**config.mk**
```make
export PLATFORM = sky130hd
export DESIGN_NAME = hub75_capture
export DESIGN_NICKNAME = d
export VERILOG_FILES = /design/src/rtl/hub75_capture.sv
export SDC_FILE = /design/constraint.sdc
export NUM_CORES = 1
export LEC_CHECK = 0
export ABC_AREA = 1
export BUFFER_PORTS_ARGS = -buffer_cell sky130_fd_sc_hd__clkbuf_2
export CORE_MARGIN = 2
export CORE_UTILIZATION = 60
export DETAILED_ROUTE_END_ITERATION = 8
export PLACE_DENSITY = 0.74
export SETUP_SLACK_MARGIN = 0.1
export SKIP_CTS_REPAIR_TIMING = 1
export SYNTH_ARGS = -nofsm -noshare
export SYNTH_HDL_FRONTEND = slang
export SYNTH_SLANG_ARGS = --single-unit
```
**constraint.sdc**
```tcl
create_clock -name clk -period 2.3 [get_ports clk]
set_input_delay 0 -clock clk [delete_from_list [all_inputs] [get_ports clk]]
set_output_delay 0 -clock clk [all_outputs]
set_load 0.02 [all_outputs]
```
**src/rtl/hub75_capture.sv**
```systemverilog
// hub75_capture: rebuilds latched HUB75 row pairs and streams them as pixel writes
// Ports: clk/rst (sync, active-high); i_O_CLK/i_STB/i_OE, i_A..i_D, i_R1..i_B2 HUB75 bus;
//        o_wr_valid/o_wr_addr/o_wr_data with i_wr_ready write stream;
//        o_row_done, o_len_err, o_overrun status pulses.
// Define HUB75_CAPTURE_SYNC_EN to put a 2-flop synchronizer in front of the input register.
module hub75_capture #(
    parameter int hpixel_p = 64,
    parameter int vpixel_p = 32,
    localparam int addr_width_p = $clog2(hpixel_p * vpixel_p)
) (
    input  logic                    clk,
    input  logic                    rst,
    input  logic                    i_O_CLK,
    input  logic                    i_STB,
    input  logic                    i_OE,
    input  logic                    i_A,
    input  logic                    i_B,
    input  logic                    i_C,
    input  logic                    i_D,
    input  logic                    i_R1,
    input  logic                    i_G1,
    input  logic                    i_B1,
    input  logic                    i_R2,
    input  logic                    i_G2,
    input  logic                    i_B2,
    output logic                    o_wr_valid,
    output logic [addr_width_p-1:0] o_wr_addr,
    output logic [2:0]              o_wr_data,
    input  logic                    i_wr_ready,
    output logic                    o_row_done,
    output logic                    o_len_err,
    output logic                    o_overrun
);
    localparam int row_w = (vpixel_p / 2 > 1) ? $clog2(vpixel_p / 2) : 1;
    localparam int col_w = $clog2(hpixel_p);
    localparam int cnt_w = $clog2(hpixel_p + 1);
    localparam logic [cnt_w-1:0] full_cnt = cnt_w'(hpixel_p);
    localparam logic [col_w-1:0] last_col = col_w'(hpixel_p - 1);
    typedef enum logic [1:0] {IDLE, EMIT_TOP, EMIT_BOT} state_t;
    logic [12:0] pin, pin_s;
    logic [11:0] q;
    logic oe_unused;
    logic prev_clk, prev_stb;
    logic clk_rise, stb_rise;
    logic [5:0] sr [hpixel_p];
    logic [5:0] rowbuf [hpixel_p];
    logic [cnt_w-1:0] cnt;
    logic [col_w-1:0] col;
    logic [row_w-1:0] row, row_in;
    logic [addr_width_p-1:0] top_base, bot_base;
    state_t state;
    assign pin = {i_O_CLK, i_STB, i_OE, i_D, i_C, i_B, i_A, i_R1, i_G1, i_B1, i_R2, i_G2, i_B2};
`ifdef HUB75_CAPTURE_SYNC_EN
    logic [12:0] s1, s2;
    always_ff @(posedge clk) begin
        s1 <= pin;
        s2 <= s1;
    end
    assign pin_s = s2;
`else
    assign pin_s = pin;
`endif
    always_ff @(posedge clk) begin
        q <= {pin_s[12:11], pin_s[9:0]};
        oe_unused <= pin_s[10];
    end
    // Previous-value registers follow the incoming sample during reset, so a
    // line already high at release is not seen as a rising edge.
    always_ff @(posedge clk) begin
        prev_clk <= rst ? pin_s[12] : q[11];
        prev_stb <= rst ? pin_s[11] : q[10];
    end
    assign clk_rise = q[11] & ~prev_clk;
    assign stb_rise = q[10] & ~prev_stb;
    assign row_in = q[6 +: row_w];
    assign top_base = addr_width_p'(row_in) * addr_width_p'(hpixel_p);
    assign bot_base = (addr_width_p'(row) + addr_width_p'(vpixel_p / 2)) * addr_width_p'(hpixel_p);
    always_ff @(posedge clk) begin
        if (rst) begin
            for (int c = 0; c < hpixel_p; c++) begin
                sr[c] <= '0;
                rowbuf[c] <= '0;
            end
            cnt <= '0;
            col <= '0;
            row <= '0;
            state <= IDLE;
            o_wr_valid <= 1'b0;
            o_wr_addr <= '0;
            o_wr_data <= '0;
            o_row_done <= 1'b0;
            o_len_err <= 1'b0;
            o_overrun <= 1'b0;
        end else begin
            o_row_done <= 1'b0;
            o_len_err <= 1'b0;
            o_overrun <= 1'b0;
            if (clk_rise) begin
                for (int c = 0; c < hpixel_p - 1; c++) sr[c] <= sr[c+1];
                sr[hpixel_p-1] <= q[5:0];
            end
            // A latch clears the count; a coincident shift clock is the first of the next row.
            cnt <= stb_rise ? cnt_w'(clk_rise) : (clk_rise && cnt != full_cnt) ? cnt + 1'b1 : cnt;
            if (stb_rise && state == IDLE) begin
                rowbuf <= sr;
                row <= row_in;
                o_len_err <= cnt != full_cnt;
                state <= EMIT_TOP;
                col <= '0;
                o_wr_valid <= 1'b1;
                o_wr_addr <= top_base;
                o_wr_data <= sr[0][5:3];
            end else if (stb_rise) begin
                o_overrun <= 1'b1;
            end
            if (o_wr_valid && i_wr_ready) begin
                if (col != last_col) begin
                    col <= col + 1'b1;
                    o_wr_addr <= o_wr_addr + 1'b1;
                    o_wr_data <= state == EMIT_BOT ? rowbuf[col + 1'b1][2:0] : rowbuf[col + 1'b1][5:3];
                end else if (state == EMIT_TOP) begin
                    state <= EMIT_BOT;
                    col <= '0;
                    o_wr_addr <= bot_base;
                    o_wr_data <= rowbuf[0][2:0];
                end else begin
                    state <= IDLE;
                    o_wr_valid <= 1'b0;
                    o_row_done <= 1'b1;
                end
            end
        end
    end
endmodule

```
==> results.md <==
* IO buf count at 32
* Hold Vio Cnt, Final at 0
* WL/cell at 15.6 um
* Die ar. at 56,000 sq um
* Switching pwr at 0.00775 W
* Total Power at 0.0313 W
* Area Growth Syn to Fin at 11.9%
* Synth warn at 0
* Clock slew at reported path FFs at 0.06 ns
* Power Density at 861 nW/um^2
* Reg power frac at 48.7%
* Vias per cell at 5.48
* Minimum clock period at 2.09 ns
* 1st-iter DRT viols at 1,759
* Placed cells at 4,502
* Int Power at 0.0236 W
* Gate power share at 9.4%
* Post-synth net total at 4,015
* GRT Residual Overflow at 0
* Asr flop ratio synth at 0%
* N_diodes at 0
* Origin of the critical flop-to-flop path: col[0]
* Leak at 13.6 nW
* CTS tree: built
* CP max stage delay at 0.42 ns
* Startpoint Class: register
* Endpoints failing setup at 0
* Synth Register Bits at 819
* Crit-path max FO at 12
* Finished Cell Area at 36,300 sq um
* Hold crit path type: input port to register
* Die Height at 237 um
* Clk_lat worst skew at 0.63 ns
* Synthesized area at 32,500 sq um
* Starting Density at 60.5%
* Finished Layout Cells at 4,674
* Largest net degree at the start of global routing at 176
* Crit path buf inv count at 2
* Achievable Freq at 0.479 GHz
* Sw Ratio at 24.8%
* DP HPWL at 40.9 mm
* Syn Area/Cell at 8.13 sq um
* Vias post-DR at 25,600
* Root buffer cell: clkbuf_16
* Detail Route Antenna Nets at 0
* Gr usage total at 25.3%
* First-pass GRT wire length at 118 mm
* Ys flop type: dfxtp_1
* Initial antenna violation count at 0
* Setup TNS at 0 ns
* Area of the multi-input gates at 12,200 sq um
* Status: finished, final reports clean
* H-tree depth at 3
* Hold path startpoint: i_C
* Max-slew headroom at 46.6%
* Slowest CP cell: dfxtp_4
* Nets at 3,935
* Worst Path Required at 2.80 ns
* Most common cell on crit path: nand3_1
* Worst Path Class, Setup: register to register
* Storage cell area at 16,400 sq um
* Slew @ Worst Pin at 0.801 ns
* Ratio of cells with drive above 1 in the final layout at 11.7%
* Post-synthesis cell count at 3,995
* Vias in the first global route at 24,200
* # rows at 85
* WP data arrival at 2.59 ns
* Final RePlAce weighted congestion at 0.833
* CTS sink cnt at 819
* Clock Tree Buf Depth at 3
* CP delay by family, top: simple AND/OR/NAND/NOR gates
* DP Area at 33,300 sq um
* Worst vdd ir at 0.743 mV
* CP endpoint kind: register
* Seq/Total Area, Yosys at 50.5%
* Worst-path cell chain: ha_4 > nand2_1 > nor2_2 > or2_2 > nand2_2 > inv_2 > buf_12 > nand3_1 > nand3_1 > nand3_1 > nand3_1 > a21oi_1
* Post-Route WL at 73.0 mm
* Number of synthesized flops with an enable pin at 0
* # DRC at 0
* Clk_skew at 0.0229 ns
* Final Max Tran Viols at 0
* RSZ-0062 raised after global routing: true
* Post-synthesis cell type count at 40
* Die X at 237 um
* Core area at 53,700 sq um
* Launch point of the worst path: col[0]
* I/O pin count at 34
* Max Cap Violations at 0
* Fin util at 67.7%
* First-pass detailed-route iteration total at 5
* Number of buffers created by CTS at 83
* Final cycle utilization of the critical path at 90.8%
* Fillers at 4,379
* Clock power frac at 41.8%
==> layer usage <==
metal / share of wire [%] / global-route usage, % / up-vias
met5: 0 / 0 / -
met3: 4.4 / 4.29 / 146
met2: 48 / 43.9 / 512
met4: 3.0 / 9.19 / 0
met1: 45 / 31.6 / 12000
li1: - / - / 12900
==> cells in the final DEF (no fill, tap or decap), types with 3 or more instances in the layout <==
master / instances
dfxtp_1: 817
inv_1: 675
nand2_1: 493
o21ai_0: 457
a21oi_1: 366
nand3_1: 322
o22ai_2: 190
nor2_1: 118
clkbuf_16: 90
o22ai_1: 78
o21ai_1: 65
o211ai_1: 62
buf_12: 41
clkbuf_2: 32
buf_4: 29
clkbuf_8: 26
clkbuf_1: 20
dlygate4sd3_1: 15
clkinv_2: 11
inv_2: 6
nand3_2: 5
xor2_1: 4
inv_6: 4
buf_6: 4
buf_16: 4
nor3_1: 3
a221oi_1: 3
ha_1: 3
==> per-stage QoR <==
stage | hold slack (ns) | setup WS [ns]
after global placement | 0.103 | 0.145
after CTS | -0.554 | 0.119
final | 0.0143 | 0.212
after detailed placement | 0.104 | 0.143
after global routing | 0.00458 | 0.0773
after floorplan | 0.0277 | 0.421
==> cells in the mapped netlist (2+ instances only) <==
| library cell | instances | area share [%] |
|---|---|---|
| buf_2 | 54 | 0.83 |
| a21oi_1 | 366 | 5.6 |
| nor2_1 | 118 | 1.4 |
| o21ai_0 | 457 | 7.0 |
| clkbuf_1 | 175 | 2.0 |
| xor2_1 | 5 | 0.13 |
| o21ai_1 | 66 | 1.0 |
| o22ai_2 | 190 | 7.3 |
| nor2_2 | 2 | 0.039 |
| dfxtp_1 | 819 | 50 |
| xnor2_1 | 2 | 0.054 |
| buf_6 | 19 | 0.66 |
| ha_1 | 4 | 0.15 |
| a221oi_2 | 2 | 0.092 |
| buf_1 | 15 | 0.17 |
| o211ai_1 | 62 | 1.4 |
| nor3_1 | 3 | 0.046 |
| o22ai_1 | 78 | 1.5 |
| buf_4 | 32 | 0.74 |
| inv_2 | 6 | 0.069 |
| inv_1 | 678 | 7.8 |
| a311oi_1 | 2 | 0.054 |
| nand3_1 | 326 | 5.0 |
| a221oi_1 | 3 | 0.081 |
| nand4_1 | 2 | 0.039 |
| a211oi_1 | 2 | 0.046 |
| nand2_1 | 494 | 5.7 |
==> cell type report <==
cell class                 count  area share, %
clock buffer                 131           7.04
clock inverter                17          0.334
inverter                     686           7.16
multi-input combinational   2195           33.5
sequential                   819           45.1
tap                          696           2.40
timing repair buffer         130           4.48
==> sequential cells by signal (all words and copies together), names as in the netlist <==
signal and count:
cnt 7, col 6, o_len_err 1, o_overrun 1, o_row_done 1, o_wr_addr 11, o_wr_data 3, o_wr_valid 1
prev_clk 1, prev_stb 1, q 12, row 4, rowbuf 384, sr 384, state 2
==> power by group through the flow <==
stage	sequential, W	clock (W)	combinational, W
2_1_floorplan	0.0155	0	0.00219
3_3_place_gp	0.0155	0	0.00280
3_5_place_dp	0.0155	0	0.00285
4_1_cts	0.0152	0.0133	0.00288
5_1_grt	0.0153	0.0139	0.00331
6_report	0.0153	0.0131	0.00296
==> kinds of logic after synthesis <==
logic type,synth area share (%)
adder cells (fa/ha/maj),0.154
flip-flops,50.5
AND/OR/NAND/NOR,12.4
buffers and inverters,12.4
XOR/XNOR,0.239
AO/OA/AOI/OAI,24.3
==> worst paths after layout <==
path                  end  slack [ns]  cells past startpoint
max          o_wr_data[2]        0.21                     12
min                  q[8]        0.01                      2
max reg2reg  o_wr_data[2]        0.21                     12
min reg2reg    rowbuf[65]        0.46                      2
Note: power is estimated with default switching activity, not from simulation.
